$ cat config.mk
export PLATFORM = sky130hd
export DESIGN_NAME = xmem_bus_ctrl
export DESIGN_NICKNAME = d
export VERILOG_FILES = /design/src/rtl/xmem_bus_ctrl.sv
export SDC_FILE = /design/constraint.sdc
export NUM_CORES = 1
export LEC_CHECK = 0
export CAP_MARGIN = 15
export CORE_MARGIN = 1
export CORE_UTILIZATION = 40
export CTS_BUF_LIST = sky130_fd_sc_hd__clkbuf_4 sky130_fd_sc_hd__clkbuf_8 sky130_fd_sc_hd__clkbuf_16
export DETAILED_ROUTE_END_ITERATION = 12
export HOLD_SLACK_MARGIN = 0.03
export PLACE_DENSITY = 0.63
export SLEW_MARGIN = 40
export SYNTH_ARGS = -nofsm -noshare
export SYNTH_HDL_FRONTEND = slang
export SYNTH_SLANG_ARGS = --single-unit
$ cat constraint.sdc
create_clock -name clk -period 4.8 [get_ports clk]
set_clock_uncertainty 0.05 [all_clocks]
set_input_delay 1.44 -clock clk [delete_from_list [all_inputs] [get_ports clk]]
set_output_delay 1.44 -clock clk [all_outputs]
set_load 0.03 [all_outputs]
$ cat src/rtl/xmem_bus_ctrl.sv
// -----------------------------------------------------------------------------
// xmem_bus_ctrl
// Sequencer between the gus16 core and the multiplexed 8-bit external SRAM bus.
// One 16-bit word request becomes: optional address-latch phases (xlal, xlah)
// followed by byte phases xbh=0 (low byte) and/or xbh=1 (high byte).
// External byte address = {latched addr[14:0], xbh}.
// Every pad strobe and data/enable output comes straight from a flop.
//
// Ports
//   clk, rst_n       clock, asynchronous active-low reset
//   req/we/addr/     request; fields captured when req=1 and the FSM is idle
//   wdata/be
//   busy, ack        busy from the cycle after accept through ack; ack = 1-cycle done
//   rdata            read word, updated only on a read ack
//   bus_out/bus_oe   pad data out and output enable (all 8 enable bits equal)
//   bus_in           pad data in
//   xlal, xlah       address latch strobes (active high)
//   xbh              byte select
//   xoeb, xweb       SRAM output enable / write enable (active low)
// -----------------------------------------------------------------------------
module xmem_bus_ctrl #(
  parameter int WAIT_CYCLES = 0,
  parameter int ADDR_CACHE  = 1
) (
  input  logic        clk,
  input  logic        rst_n,
  input  logic        req,
  input  logic        we,
  input  logic [15:0] addr,
  input  logic [15:0] wdata,
  input  logic [1:0]  be,
  output logic        busy,
  output logic        ack,
  output logic [15:0] rdata,
  output logic [7:0]  bus_out,
  output logic [7:0]  bus_oe,
  input  logic [7:0]  bus_in,
  output logic        xlal,
  output logic        xlah,
  output logic        xbh,
  output logic        xoeb,
  output logic        xweb
);

  localparam logic [2:0] WAIT_C = 3'(WAIT_CYCLES);

  typedef enum logic [2:0] {
    S_IDLE, S_LAL, S_LAH, S_RD, S_WSET, S_WSTB, S_WHLD, S_DONE
  } state_t;

  state_t      state_q, state_d;
  logic        bh_q, bh_d;
  logic [2:0]  cnt_q, cnt_d;
  logic        we_q;
  logic [1:0]  be_q;
  logic [15:0] addr_q, wdata_q;
  logic [15:0] shadow_q, shadow_d;
  logic [15:0] rdata_q;
  logic        cvalid_q;
  logic [15:0] caddr_q;

  logic [7:0]  bus_out_q, bus_out_d;
  logic [7:0]  bus_oe_q, bus_oe_d;
  logic        xlal_q, xlal_d, xlah_q, xlah_d, xbh_q, xbh_d;
  logic        xoeb_q, xoeb_d, xweb_q, xweb_d;
  logic        ack_q, ack_d, busy_q, busy_d;

  // While idle the live inputs describe the operation being accepted; once
  // accepted the captured copies are used, so later input changes are ignored.
  logic        idle, hit, last_wait;
  logic        op_we, fb_bh;
  logic [1:0]  op_be;
  logic [15:0] op_addr, op_wdata;
  state_t      fb_state;

  assign idle      = (state_q == S_IDLE);
  assign op_we     = idle ? we    : we_q;
  assign op_be     = idle ? be    : be_q;
  assign op_addr   = idle ? addr  : addr_q;
  assign op_wdata  = idle ? wdata : wdata_q;
  assign hit       = (ADDR_CACHE != 0) && cvalid_q && (addr == caddr_q);
  assign last_wait = (cnt_q == WAIT_C);
  // First byte phase: reads always start at the low byte; writes start at the
  // lowest enabled byte (be is known non-zero whenever this is used).
  assign fb_state  = op_we ? S_WSET : S_RD;
  assign fb_bh     = op_we & ~op_be[0];

  // State register (control and pad flops, async reset)
  always_ff @(posedge clk or negedge rst_n) begin
    if (!rst_n) begin
      state_q   <= S_IDLE;
      bh_q      <= 1'b0;
      cnt_q     <= '0;
      cvalid_q  <= 1'b0;
      rdata_q   <= '0;
      bus_out_q <= '0;
      bus_oe_q  <= '0;
      xlal_q    <= 1'b0;
      xlah_q    <= 1'b0;
      xbh_q     <= 1'b0;
      xoeb_q    <= 1'b1;
      xweb_q    <= 1'b1;
      ack_q     <= 1'b0;
      busy_q    <= 1'b0;
    end else begin
      state_q   <= state_d;
      bh_q      <= bh_d;
      cnt_q     <= cnt_d;
      if (state_q == S_LAH) cvalid_q <= 1'b1;
      if (state_d == S_DONE && !op_we) rdata_q <= shadow_d;
      bus_out_q <= bus_out_d;
      bus_oe_q  <= bus_oe_d;
      xlal_q    <= xlal_d;
      xlah_q    <= xlah_d;
      xbh_q     <= xbh_d;
      xoeb_q    <= xoeb_d;
      xweb_q    <= xweb_d;
      ack_q     <= ack_d;
      busy_q    <= busy_d;
    end
  end

  // Data capture (no reset needed: only read after being loaded)
  always_ff @(posedge clk) begin
    if (idle && req) begin
      we_q    <= we;
      be_q    <= be;
      addr_q  <= addr;
      wdata_q <= wdata;
    end
    if (state_q == S_LAH) caddr_q <= addr_q;
    shadow_q <= shadow_d;
  end

  // Next-state logic
  always_comb begin
    state_d  = state_q;
    bh_d     = bh_q;
    cnt_d    = cnt_q;
    shadow_d = shadow_q;
    if (state_q == S_RD && last_wait) begin
      if (bh_q) shadow_d[15:8] = bus_in;
      else      shadow_d[7:0]  = bus_in;
    end
    case (state_q)
      S_IDLE: begin
        if (req) begin
          if (we && be == 2'b00) begin
            state_d = S_DONE;
          end else if (hit) begin
            state_d = fb_state;
            bh_d    = fb_bh;
            cnt_d   = '0;
          end else begin
            state_d = S_LAL;
          end
        end
      end
      S_LAL: state_d = S_LAH;
      S_LAH: begin
        state_d = fb_state;
        bh_d    = fb_bh;
        cnt_d   = '0;
      end
      S_RD: begin
        if (!last_wait) begin
          cnt_d = cnt_q + 3'd1;
        end else if (!bh_q) begin
          bh_d  = 1'b1;
          cnt_d = '0;
        end else begin
          state_d = S_DONE;
        end
      end
      S_WSET: begin
        state_d = S_WSTB;
        cnt_d   = '0;
      end
      S_WSTB: begin
        if (last_wait) state_d = S_WHLD;
        else           cnt_d   = cnt_q + 3'd1;
      end
      S_WHLD: begin
        if (!bh_q && be_q[1]) begin
          state_d = S_WSET;
          bh_d    = 1'b1;
        end else begin
          state_d = S_DONE;
        end
      end
      S_DONE:  state_d = S_IDLE;
      default: state_d = S_IDLE;
    endcase
  end

  // Output logic: decoded from the next state so the pads launch from flops
  always_comb begin
    bus_out_d = '0;
    bus_oe_d  = '0;
    xlal_d    = 1'b0;
    xlah_d    = 1'b0;
    xbh_d     = 1'b0;
    xoeb_d    = 1'b1;
    xweb_d    = 1'b1;
    ack_d     = (state_d == S_DONE);
    busy_d    = (state_d != S_IDLE);
    case (state_d)
      S_LAL: begin
        bus_out_d = op_addr[7:0];
        bus_oe_d  = 8'hFF;
        xlal_d    = 1'b1;
      end
      S_LAH: begin
        bus_out_d = op_addr[15:8];
        bus_oe_d  = 8'hFF;
        xlah_d    = 1'b1;
      end
      S_RD: begin
        xbh_d  = bh_d;
        xoeb_d = 1'b0;
      end
      S_WSET, S_WSTB, S_WHLD: begin
        // xbh and data settle in SETUP and stay put until HOLD ends
        bus_out_d = bh_d ? op_wdata[15:8] : op_wdata[7:0];
        bus_oe_d  = 8'hFF;
        xbh_d     = bh_d;
        xweb_d    = (state_d != S_WSTB);
      end
      default: ;
    endcase
  end

  assign busy    = busy_q;
  assign ack     = ack_q;
  assign rdata   = rdata_q;
  assign bus_out = bus_out_q;
  assign bus_oe  = bus_oe_q;
  assign xlal    = xlal_q;
  assign xlah    = xlah_q;
  assign xbh     = xbh_q;
  assign xoeb    = xoeb_q;
  assign xweb    = xweb_q;

endmodule
; Word level (Yosys, flattened, before mapping)
; Index checks and enable logic that the tools add are counted.
[word_totals]
register_bits = 114
inputBits = 46
output_inout_bits = 39
wordCells = 99
[classes]
add_sub_neg = 1
eq_ne = 21
muxes = 37
n_bitwise = 2
n_reduce_logical = 18
[ops]
columns = cell, count
row1 = $mux W16, 3
row2 = $mux W3, 13
row3 = $mux W8, 4
row4 = $eq A3 B3 Y1 const B, 8
row5 = $pmux W3 S8, 1
row6 = $pmux W8 S3, 1
row7 = $eq A16 B16 Y1, 1
row8 = $eq A3 B2 Y1 const B, 4
row9 = $mux W1, 12
row10 = $pmux W3 S4, 1
row11 = $eq A3 B1 Y1 const B, 2
row12 = $logic_and A1 B1 Y1, 6
row13 = $logic_not A3 Y1, 2
row14 = $ne A2 B2 Y1 const B, 3
row15 = $ne A3 B3 Y1 const B, 2
row16 = $reduce_and A6 Y1, 1
row17 = $reduce_or A5 Y1, 1
row18 = $pmux W1 S4, 1
row19 = $reduce_bool A4 Y1, 1
row20 = $reduce_or A4 Y1, 1
row21 = $add A3 B1 Y3 const B, 1
row22 = $reduce_bool A3 Y1, 1
row23 = $reduce_or A3 Y1, 1
row24 = $logic_not A1 Y1, 2
row25 = 6 further kinds, 6

; Depth between registers and ports, before layout
[logic_depth]
depth_word = 10
ltp_mapped = 11
ltp_nobuf = 9

; Least setup slack after synthesis
; Ideal clock, no wire load.
[synth_path]
kind = input-to-reg
from = input port addr[3]
to = register rdata_q[10] (netlist: rdata[10])
setup_time_ns = 0.125
arrival_time_ns = 3.230
t_required_ns = 4.625
slack_ns = 1.394
cell_stages = 9
n_path_buf = 2
cell_sequence = xor2_1 > nor4_4 > nand3_2 > or2_1 > buf_6 > a211oi_2 > o221ai_2 > buf_6 > mux2_4
[synth_between]
elab_chain_len = 8
[synth_lines]
columns = element, line
row1 = start: declaration, 29  ; input logic [15:0] addr,
row2 = $eq A16 B16 Y1, 81  ; assign hit = (ADDR_CACHE != 0) && cvalid_q && (addr == caddr_q);
row3 = $logic_and A1 B1 Y1, 81
row4 = $mux W3, 150  ; end else if (hit) begin
row5 = $mux W3, 148  ; if (we && be == 2'b00) begin
row6 = $mux W3, 147  ; if (req) begin
row7 = $pmux W3 S8, 145  ; case (state_q)
row8 = $eq A3 B3 Y1, 110  ; if (state_d == S_DONE && !op_we) rdata_q <= shadow_d;
row9 = $logic_and A1 B1 Y1, 110
row10 = end signal: assignment, 110
row11 = end: declaration, 58  ; logic [15:0] rdata_q;
; Every way passes these cells.
; A chain may end at the register's enable or synchronous reset.

; Worst setup path after layout
[layout_path]
from = input port addr[4]
to = register bus_out_q[7] (netlist: bus_out[7])
[layout_between]
elab_chain_len = 9
word_cells_on_any_way = 18
cone_classes = eq/ne: 6 / mux: 10 / reduce/logical: 2
[layout_lines]
columns = element, line
row1 = $eq A16 B16 Y1 (*), 81
row2 = $logic_and A1 B1 Y1 (*), 81
row3 = $mux W3, 150
row4 = $mux W3, 148
row5 = $mux W3, 147
row6 = $pmux W3 S8, 145
row7 = $eq A3 B3 Y1, 207  ; case (state_d)
row8 = $reduce_or A3 Y1, 207
row9 = $pmux W8 S3 (*), 207
row10 = named net bus_out_d[7], 62  ; logic [7:0] bus_out_q, bus_out_d;
row11 = end signal: assignment, 111  ; bus_out_q <= bus_out_d;
row12 = end: declaration, 62
; The timed path passes the listed nets; every way through them passes the cells marked *.

==> flow_summary.json <==
{
  "hold_path.class": "flip-flop to flip-flop",
  "dieArea_um2": 12000,
  "fp.dieW_um": 109,
  "dp_cells": 537,
  "hpwl_mm": 6.44,
  "top_layer_used": "met4",
  "cts_hold_buf": 0,
  "synth_area_um2": 4620,
  "register_area_um2": 2860,
  "cp_top_family": "simple AND/OR/NAND/NOR gates",
  "overflow": 0,
  "async_reset_ff_share_pct": 37.4,
  "setup_viol": 0,
  "wl_mm": 9.20,
  "reg2regPathDepth": 7,
  "cts_buffer_depth": 2,
  "cp-start-kind": "input port",
  "io_pins": 85,
  "holdPathEnd": "caddr_q[11]",
  "final.fill_count": 958,
  "antenna_cells": 0,
  "crit_chain": "clkdlybuf4s50_1 -> xor2_1 -> nor4_2 -> nand3_1 -> or4b_1 -> a211o_1 -> mux2i_1 -> a21o_1",
  "cap_violations": 0,
  "timing.hold.ws_ps": 401,
  "yosys_warnings": 0,
  "cp.required_ps": 4980,
  "synth_ff_type": "edfxtp_1",
  "r2r_end": "bus_out[2]",
  "nNetsFinal": 456,
  "cts_buffers": 9,
  "worst_slew_pin_slew_ps": 811,
  "min_period_ps": 3840,
  "wl_met2_mm": 4.36,
  "timing.rr.start": "state_q[1]",
  "critPathArrivalTime_ps": 4020,
  "tns_ps": 0,
  "period_share_pct": 80.0,
  "instances_no_fill": 553,
  "hold_violations": 0,
  "htreeDepth": 3,
  "vias": 2781,
  "slew_viol_final": 0,
  "ir_worst_vdd_uv": 417,
  "clock.fmax_mhz": 260,
  "critical_path.endpoint_type": "flip-flop",
  "cts_root_buf": "clkbuf_16",
  "synth_edf_count": 51,
  "dr_wl_met3_um": 506,
  "syn-num-nets": 374,
  "cts_setup_buffers": 0,
  "antenna_found_initial": 0,
  "max_slew_margin_pct": 45.7,
  "drt_iter0_markers": 148,
  "status": "finished, final reports clean",
  "r2r_slack_ps": 1780,
  "hold_depth": 0,
  "worstPathMaxFanout": 10,
  "coreArea_um2": 11000,
  "die_h_um": 109,
  "slowest_delay_ps": 540,
  "cp_slowest_cell": "or4b_1",
  "firstDrtPassIters": 4,
  "routed_via_density": 5.03,
  "synth-seq-cells": 107,
  "clk_latency_ps": 340,
  "wl_per_cell_um": 16.6,
  "row_count": 38,
  "antenna_left": 0,
  "crit_buf_inv": 1,
  "track_usage_pct": 16.5,
  "cts_tree": "built",
  "multi_input_area_um2": 1590,
  "ctsResizeCount": 0,
  "synthDistinctLibCells": 52,
  "grt_max_degree": 41,
  "rsz0062_at_grt": "no",
  "area_growth_pct": 25.7,
  "drc": 0,
  "ys_seq_area_share_pct": 61.8,
  "cts_sinks": 107,
  "path_class": "input port to flip-flop",
  "synthCells": 326,
  "drt-met1-wl_mm": 4.29,
  "min-delay-start": "addr_q[11]",
  "p_leak_nw": 2.31,
  "io_buffers": 84,
  "synth_area_per_cell_um2": 14.2,
  "clkSlewWorstSetupHoldPaths_ps": 70,
  "powerDensity_nw_per_um2": 628,
  "routabilityCongestion": 0.783,
  "drive_gt1_share_pct": 16.9,
  "grt_pass1_wl_mm": 14.7,
  "grt_pass1_vias": 2856,
  "start_util_pct": 41.9
}
metrics by stage:
stage,utilization (%),power [W],instance area [µm²],setup WS (ps)
3_3_place_gp,50.0,0.00295,5520,623
2_1_floorplan,-,0.00251,4620,1390
6_report,52.6,0.00365,5810,959
5_1_grt,52.6,0.00387,5810,840
3_5_place_dp,50.0,0.00298,5520,574
4_1_cts,52.6,0.00369,5810,923
placed cells by master, fill, tap and decap left out, types with 2 or more instances in the layout:
master / netlist / final
mux2_2: 22 / 22
xor2_1: 16 / 16
nor2_1: 11 / 11
edfxtp_1: 51 / 51
o32ai_1: 2 / 2
dfxtp_1: 16 / 16
o21ai_0: 14 / 14
nor3_1: 6 / 5
nand2_1: 20 / 20
a21o_1: 11 / 11
clkinv_4: 0 / 2
inv_6: 0 / 3
inv_1: 6 / 6
dfrtp_1: 38 / 38
mux2i_1: 34 / 34
clkdlybuf4s50_1: 0 / 83
dfstp_2: 2 / 2
nand2b_1: 6 / 6
mux2_4: 10 / 10
nor2b_1: 3 / 3
clkbuf_16: 0 / 9
o22ai_1: 2 / 2
buf_4: 8 / 6
ha_1: 2 / 2
or2_2: 2 / 2
nor4_2: 2 / 2
a21oi_1: 3 / 3
nand3_1: 6 / 6
cells in the mapped netlist, types with 3 or more instances:
| library cell | n | area share (%) |
|---|---|---|
| edfxtp_1 | 51 | 33 |
| nand3_1 | 6 | 0.65 |
| a21o_1 | 11 | 1.8 |
| xor2_1 | 16 | 3.0 |
| dfxtp_1 | 16 | 6.9 |
| o21ai_0 | 14 | 1.5 |
| buf_6 | 4 | 0.98 |
| buf_4 | 8 | 1.3 |
| nor3_1 | 6 | 0.65 |
| mux2_4 | 10 | 3.3 |
| a21oi_1 | 3 | 0.33 |
| nand2_1 | 20 | 1.6 |
| dfrtp_1 | 38 | 21 |
| nor2_1 | 11 | 0.89 |
| nor2b_1 | 3 | 0.41 |
| mux2i_1 | 34 | 7.4 |
| inv_1 | 6 | 0.49 |
| nand2b_1 | 6 | 0.81 |
| mux2_2 | 22 | 5.4 |
logic make-up (layout without fill, tap and decap cells):
logic type / count (synthesis) / count (layout) / synth area share (%)
fa+ha+maj: 2 / 2 / 0.542
mux: 66 / 66 / 16.0
compound gates: 41 / 41 / 6.20
simple gates: 69 / 69 / 8.40
xor+xnor: 17 / 17 / 3.22
buf+inv: 24 / 111 / 3.82
flops: 107 / 107 / 61.8
worst max-delay path by stage:
stage | startpoint | end | slack (ps) | cells after the start
finish | addr[4] | bus_out[7] | 960 | 8
global route | addr[4] | bus_out[7] | 840 | 8
CTS | addr[4] | bus_out[7] | 920 | 8
detailed placement | addr[4] | bus_out[7] | 570 | 8
global placement | addr[4] | bus_out[7] | 620 | 8
floorplan | addr[3] | rdata[10] | 1390 | 9
report_power, final:
part,total (W),switching (W),internal [W]
logic,0.00152,0.000823,0.000695
registers,0.00142,0.000155,0.00126
clock network,0.000710,0.000347,0.000363
total,0.00365,0.00133,0.00232
state kept, by name, summed over array words and instances, names as in the netlist, 2 cells and up:
| register | count |
|---|---|
| bus_out | 8 |
| be_q | 2 |
| state_q | 3 |
| shadow_q | 16 |
| rdata | 16 |
| caddr_q | 16 |
| addr_q | 16 |
| wdata_q | 16 |
| cnt_q | 3 |
final cells by class:
cell class	instances	area share [%]
clock buffer	9	3.88
multi-input combinational	195	27.4
tap	140	3.02
clock inverter	7	1.03
sequential	107	49.2
timing repair buffer	89	15.1
inverter	6	0.388
layer usage:
metal  vias to the layer above  GRT usage, %
met5                         -             0
met4                         0          3.14
met3                         4          4.39
met2                        85          27.0
met1                      1347          22.3
li1                       1345             -
No activity file was read; power rests on OpenSTA's default activity.
